===== src/rtl/wb_dbg_master_if.sv =====
// Wishbone initiator-side bus bundle used by the debug master and its slaves.
// The master drives address/data/strobe; the slave returns read data and ack.
interface wb_dbg_master_if #(
  parameter int AW = 16
);
  logic [AW-1:0] wb_addr;
  logic [31:0]   wb_wdata;
  logic [31:0]   wb_rdata;
  logic [3:0]    wb_wmsk;
  logic          wb_we;
  logic          wb_cyc;
  logic          wb_ack;

  modport master (
    output wb_addr, wb_wdata, wb_wmsk, wb_we, wb_cyc,
    input  wb_rdata, wb_ack
  );

  modport slave (
    input  wb_addr, wb_wdata, wb_wmsk, wb_we, wb_cyc,
    output wb_rdata, wb_ack
  );
endinterface


===== src/rtl/wb_dbg_master.sv =====
// Byte-stream command parser that issues single 32-bit Wishbone reads/writes
// and streams status plus read data back to a byte sink.
module wb_dbg_master #(
  parameter int AW      = 16,
  parameter int TIMEOUT = 255
) (
  input  logic                   clk_24m,
  input  logic                   rst,
  input  logic [7:0]             rx_data,
  input  logic                   rx_stb,
  output logic [7:0]             tx_data,
  output logic                   tx_valid,
  input  logic                   tx_ready,
  wb_dbg_master_if.master        wb,
  output logic                   busy
);

  typedef enum logic [2:0] {
    S_IDLE,
    S_ADDR,
    S_WDATA,
    S_BUS,
    S_RESP
  } state_t;

  localparam logic [15:0] TMO_LAST = 16'(TIMEOUT - 1);

  state_t      state;
  logic        we_pend;
  logic [1:0]  byte_cnt;
  logic [15:0] addr_q;
  logic [31:0] wdata_q;
  logic [15:0] timer;
  logic [31:0] resp_buf;
  logic [2:0]  resp_cnt;

  logic [15:0] addr_shift;
  logic [31:0] wdata_shift;

  assign addr_shift  = {addr_q[7:0], rx_data};
  assign wdata_shift = {wdata_q[23:0], rx_data};

  always_ff @(posedge clk_24m or posedge rst) begin
    if (rst) begin
      state       <= S_IDLE;
      we_pend     <= 1'b0;
      byte_cnt    <= 2'd0;
      addr_q      <= 16'd0;
      wdata_q     <= 32'd0;
      timer       <= 16'd0;
      resp_buf    <= 32'd0;
      resp_cnt    <= 3'd0;
      tx_data     <= 8'd0;
      tx_valid    <= 1'b0;
      busy        <= 1'b0;
      wb.wb_addr  <= '0;
      wb.wb_wdata <= 32'd0;
      wb.wb_wmsk  <= 4'h0;
      wb.wb_we    <= 1'b0;
      wb.wb_cyc   <= 1'b0;
    end else begin
      case (state)
        S_IDLE: begin
          if (rx_stb && (rx_data == 8'h01 || rx_data == 8'h02)) begin
            state    <= S_ADDR;
            we_pend  <= (rx_data == 8'h01);
            byte_cnt <= 2'd0;
            busy     <= 1'b1;
          end
        end

        S_ADDR: begin
          if (rx_stb) begin
            addr_q   <= addr_shift;
            byte_cnt <= byte_cnt + 2'd1;
            if (byte_cnt == 2'd1) begin
              byte_cnt <= 2'd0;
              if (we_pend) begin
                state <= S_WDATA;
              end else begin
                // Reads launch straight from the address phase.
                state      <= S_BUS;
                wb.wb_addr <= addr_shift[AW-1:0];
                wb.wb_cyc  <= 1'b1;
                wb.wb_we   <= 1'b0;
                wb.wb_wmsk <= 4'h0;
                timer      <= 16'd0;
              end
            end
          end
        end

        S_WDATA: begin
          if (rx_stb) begin
            wdata_q  <= wdata_shift;
            byte_cnt <= byte_cnt + 2'd1;
            if (byte_cnt == 2'd3) begin
              state       <= S_BUS;
              wb.wb_addr  <= addr_q[AW-1:0];
              wb.wb_wdata <= wdata_shift;
              wb.wb_cyc   <= 1'b1;
              wb.wb_we    <= 1'b1;
              wb.wb_wmsk  <= 4'hF;
              timer       <= 16'd0;
            end
          end
        end

        S_BUS: begin
          // Ack is checked first so it wins over a coincident timeout.
          if (wb.wb_ack) begin
            wb.wb_cyc  <= 1'b0;
            wb.wb_we   <= 1'b0;
            wb.wb_wmsk <= 4'h0;
            tx_valid   <= 1'b1;
            state      <= S_RESP;
            if (we_pend) begin
              tx_data  <= 8'h81;
              resp_cnt <= 3'd1;
            end else begin
              tx_data  <= 8'h82;
              resp_buf <= wb.wb_rdata;
              resp_cnt <= 3'd5;
            end
          end else if (timer == TMO_LAST) begin
            wb.wb_cyc  <= 1'b0;
            wb.wb_we   <= 1'b0;
            wb.wb_wmsk <= 4'h0;
            tx_valid   <= 1'b1;
            tx_data    <= 8'hEE;
            resp_cnt   <= 3'd1;
            state      <= S_RESP;
          end else begin
            timer <= timer + 16'd1;
          end
        end

        S_RESP: begin
          if (tx_valid && tx_ready) begin
            if (resp_cnt == 3'd1) begin
              tx_valid <= 1'b0;
              resp_cnt <= 3'd0;
              busy     <= 1'b0;
              state    <= S_IDLE;
            end else begin
              tx_data  <= resp_buf[31:24];
              resp_buf <= {resp_buf[23:0], 8'h00};
              resp_cnt <= resp_cnt - 3'd1;
            end
          end
        end

        default: state <= S_IDLE;
      endcase
    end
  end

endmodule


===== src/flat_wrapper.sv =====
// flat-port wrapper written by rule: the top's interface ports become plain ports
module wb_dbg_master_flat 
#(
  parameter int AW      = 16,
  parameter int TIMEOUT = 255
)
  (clk_24m, rst, rx_data, rx_stb, tx_data, tx_valid, tx_ready, busy, wb_wb_addr, wb_wb_wdata, wb_wb_wmsk, wb_wb_we, wb_wb_cyc, wb_wb_rdata, wb_wb_ack);
  wb_dbg_master_if #(.AW(AW)) wb_i ();
  input  logic clk_24m;
  input  logic rst;
  input  logic [7:0] rx_data;
  input  logic rx_stb;
  output logic [7:0] tx_data;
  output logic tx_valid;
  input  logic tx_ready;
  output logic busy;
  output wire logic [$bits(wb_i.wb_addr)-1:0] wb_wb_addr;
  output wire logic [$bits(wb_i.wb_wdata)-1:0] wb_wb_wdata;
  output wire logic [$bits(wb_i.wb_wmsk)-1:0] wb_wb_wmsk;
  output wire logic [$bits(wb_i.wb_we)-1:0] wb_wb_we;
  output wire logic [$bits(wb_i.wb_cyc)-1:0] wb_wb_cyc;
  input wire logic [$bits(wb_i.wb_rdata)-1:0] wb_wb_rdata;
  input wire logic [$bits(wb_i.wb_ack)-1:0] wb_wb_ack;
  assign wb_wb_addr = wb_i.wb_addr;
  assign wb_wb_wdata = wb_i.wb_wdata;
  assign wb_wb_wmsk = wb_i.wb_wmsk;
  assign wb_wb_we = wb_i.wb_we;
  assign wb_wb_cyc = wb_i.wb_cyc;
  assign wb_i.wb_rdata = wb_wb_rdata;
  assign wb_i.wb_ack = wb_wb_ack;
  wb_dbg_master #(.AW(AW), .TIMEOUT(TIMEOUT)) u_core (.clk_24m(clk_24m), .rst(rst), .rx_data(rx_data), .rx_stb(rx_stb), .tx_data(tx_data), .tx_valid(tx_valid), .tx_ready(tx_ready), .wb(wb_i), .busy(busy));
endmodule

===== config.mk =====
export PLATFORM = sky130hd
export DESIGN_NAME = wb_dbg_master_flat
export DESIGN_NICKNAME = d
export VERILOG_FILES = /design/src/rtl/wb_dbg_master_if.sv /design/src/rtl/wb_dbg_master.sv /design/src/flat_wrapper.sv
export SDC_FILE = /design/constraint.sdc
export NUM_CORES = 1
export LEC_CHECK = 0
export CORE_MARGIN = 3
export CORE_UTILIZATION = 35
export CTS_BUF_LIST = sky130_fd_sc_hd__clkbuf_8
export CTS_CLUSTER_DIAMETER = 200
export DETAILED_ROUTE_END_ITERATION = 8
export PLACE_DENSITY = 0.52
export SYNTH_ARGS = -nofsm -noshare
export SYNTH_HDL_FRONTEND = slang
export SYNTH_SLANG_ARGS = --single-unit

===== constraint.sdc =====
create_clock -name clk_24m -period 8.1 [get_ports clk_24m]
set_input_delay 2.025 -clock clk_24m [delete_from_list [all_inputs] [get_ports clk_24m]]
set_output_delay 2.025 -clock clk_24m [all_outputs]
set_load 0.02 [all_outputs]

==> flow_metrics.py <==
metrics = {
    "yosys": {
        "synth-edff-count": 0,
        "async_reset_ff_frac": 1.00,
        "syn_area_per_cell_sq_um": 11.6,
        "synth_nets": 662,
        "synth_seq_cells": 157,
        "syn_inst": 610,
        "ys_seq_area_frac": 0.556,
        "yosys-top-cells-area": "dfrtp_1 (56%), mux2_2 (12%), mux2i_1 (7.2%)",
        "yosysWarnings": 0,
        "synth_top_area_frac": 0.556,
        "synth-main-ff-cell": "dfrtp_1",
        "ys_types": 53,
        "netlist_area_sq_um": 7060,
        "yosysTopAreaCell": "dfrtp_1",
    },
    "power_and_ir_drop": {
        "ir_drop_v": 0.000143,
        "power_density_nw_per_um2": 340,
        "pwr-share-comb": 0.380,
        "p_leak_nw": 3.98,
        "clock_power_share": 0.196,
        "p_switching_mw": 1.11,
        "switching_share": 0.372,
        "seqPwrFrac": 0.423,
        "power_mw": 2.98,
        "internal-power_mw": 1.87,
    },
    "die": {
        "num_rows": 51,
        "die-area_sq_um": 21900,
        "die_height_microns": 148,
        "start_util": 0.359,
        "ios": 109,
        "die_w_microns": 148,
        "core_area_sq_um": 19700,
    },
    "timing": {
        "min_period_over_period": 0.529,
        "period_minus_slack_ns": 4.28,
        "tightest_slew_ns": 1.07,
        "final_hold_viol_count": 0,
        "finalClockSkew_ns": 0.0170,
        "whs_ns": 0.482,
        "max_freq_mhz": 234,
        "rsz0062_at_grt": "no",
        "drv_slew": 0,
        "setup_viol": 0,
        "tns_ns": 0,
        "slew_headroom": 0.285,
        "layout_setup_ws_ns": 3.82,
    },
    "worst_setup_path": {
        "r2r_end": "u_core.timer[9]$_DFFE_PP0P_",
        "cp_slowest_cell": "clkdlybuf4s50_1",
        "critPathRequiredTime_ns": 8.46,
        "regToRegSetupSlack_ns": 5.41,
        "r2r_start": "u_core.state[1]$_DFFE_PP0P_",
        "critical-path-top-delay-family": "compound AO/OA/AOI/OAI gates",
        "critPathArrivalTime_ns": 4.64,
        "reg2reg_depth": 5,
        "startpoint_type": "primary input",
        "crit_type": "primary input to register",
        "path_cells": "clkdlybuf4s50_1 > nand2_1 > a221oi_4 > nand2_2 > a2111oi_2 > mux2i_1",
        "path_buf_inv": 1,
        "max_stage_delay_ns": 0.61,
        "crit_fanout": 61,
        "worstSetupEndpointType": "register",
    },
    "drt": {
        "wl_per_cell_microns": 15.7,
        "drt-total-wl_microns": 15500,
        "drc": 0,
        "viasPerCell": 4.88,
        "drt.antenna.violating_nets": 0,
        "vias": 4820,
        "firstDrtPassIters": 6,
        "dr.first_iter.drc_count": 225,
    },
    "hold_path": {
        "min_path_cells": 2,
        "hold_class": "register to register",
        "hold_path.startpoint": "u_core.resp_buf[25]$_DFFE_PP0P_",
        "hold_end": "u_core.resp_buf[25]$_DFFE_PP0P_",
    },
    "place": {
        "hpwlAfterDp_microns": 10500,
        "gp_congestion": 0.783,
        "io_buffers": 108,
        "pre_cts_ws_ns": 3.37,
    },
    "clock_tree": {
        "clkLatencyLatePin_ns": 0.44,
        "post_cts_buffers": 0,
        "cts_buffers": 17,
        "clock_sinks": 157,
        "cts_max_level": 4,
        "tritoncts": "done",
        "clkTransAtPathRegs_ns": 0.08,
        "ctsLongestPathBuffers": 2,
        "cts_resized": 0,
        "hold_buffers": 0,
        "clockRootBuffer": "clkbuf_8",
    },
    "global_route": {
        "grt.total_usage": 0.146,
        "grt_overflow_total": 0,
        "grt_first_pass_wirelength_microns": 25900,
        "grt_max_degree": 102,
        "antenna_found_initial": 0,
        "first_global_vias": 5008,
    },
    "layout": {
        "postLayoutCoreUtil": 0.446,
        "synthToLayoutAreaGrowth_pct": 24.2,
        "final_layout_size_suffix_gt1_frac": 0.172,
        "diodes": 0,
        "layout_commonest_cell": "dfrtp_1",
        "most-common-layout-cells": "dfrtp_1 (157), clkdlybuf4s50_1 (108), nand2_1 (79)",
        "fin_nets": 762,
    },
    "status": {
        "outcome": "completed",
    },
    "flow_run": {
        "drv_cap": 0,
    },
}
logic make-up (layout without fill, tap and decap cells):
family | Yosys count | count (layout) | synth area share
muxes | 125 | 125 | 0.190
and+or+nand+nor | 155 | 155 | 0.104
adders and majority gates | 7 | 7 | 0.0124
AOI/OAI and AO/OA | 115 | 115 | 0.103
buffers and inverters | 50 | 163 | 0.0322
xor gates and xnor gates | 1 | 1 | 0.00124
DFF | 157 | 157 | 0.556
power by group through the flow:
stage,clock [mW],sequential (mW),combinational (mW)
4_1_cts,0.610,1.27,1.15
2_1_floorplan,0,1.33,0.706
5_1_grt,0.644,1.31,1.26
6_report,0.586,1.26,1.14
3_5_place_dp,0,1.28,1.15
3_3_place_gp,0,1.27,1.12
through the flow:
stage	instance area [sq um]	cells
final	8770	988
after global routing	8770	988
after CTS	8770	988
after detailed placement	8370	956
after global placement	8370	956
after floorplan	7060	610
per-layer routing:
metal / GRT usage / routed length [microns] / up-vias
met4: 0.0443 / 184 / 0
met2: 0.237 / 7480 / 85
li1: - / - / 2369
met1: 0.199 / 7320 / 2353
met5: 0 / 0 / -
met3: 0.0317 / 507 / 13
worst max path at each step:
stage	start	endpoint	slack (ns)	cells after the start
4_1_cts	rx_stb	u_core.timer[9]$_DFFE_PP0P_	3.84	6
3_3_place_gp	rx_stb	u_core.timer[9]$_DFFE_PP0P_	3.47	6
5_1_grt	rx_stb	u_core.timer[9]$_DFFE_PP0P_	3.57	6
2_1_floorplan	rst	u_core.addr_q[0]$_DFFE_PP0P_	1.84	1
3_5_place_dp	rx_stb	u_core.timer[9]$_DFFE_PP0P_	3.37	6
6_report	rx_stb	u_core.timer[9]$_DFFE_PP0P_	3.82	6
cells in the mapped netlist, drive strengths merged, types with 3 or more instances:
library cell  number
dfrtp            157
nand2             81
mux2              74
o21ai             74
mux2i             51
buf               19
inv               17
nand3             17
clkbuf            14
nand2b            14
nor2              12
o31ai             10
o311ai             8
ha                 7
a21oi              5
nand4              5
nor3               4
nor4               4
a211oi             3
nand3b             3
nor2b              3
sequential cells by signal, indices dropped and copies added, names as in the netlist, 2 cells and up:
register and flops:
u_core.wb.wb_wdata 32, u_core.byte_cnt 2, u_core.wb.wb_addr 16, u_core.tx_data 8, u_core.resp_cnt 3, u_core.wdata_q 24, u_core.state 3, u_core.resp_buf 32
u_core.timer 16, u_core.addr_q 16
worst register-to-register path: cells and delay by family (launching register included):
kind,cells,cell delay (ns)
AND/OR/NAND/NOR,2,0.80
AO/OA/AOI/OAI,2,0.97
multiplexers,1,0.24
flip-flops,1,0.61
area by class of cell:
class	count	area [sq um]
clock buffer	20	275
clock inverter	12	125
fill	1936	10900
inverter	17	68.8
multi-input combinational	403	2920
sequential	157	3930
tap	265	332
timing repair buffer	114	1130
No activity file was read; power rests on OpenSTA's default activity.
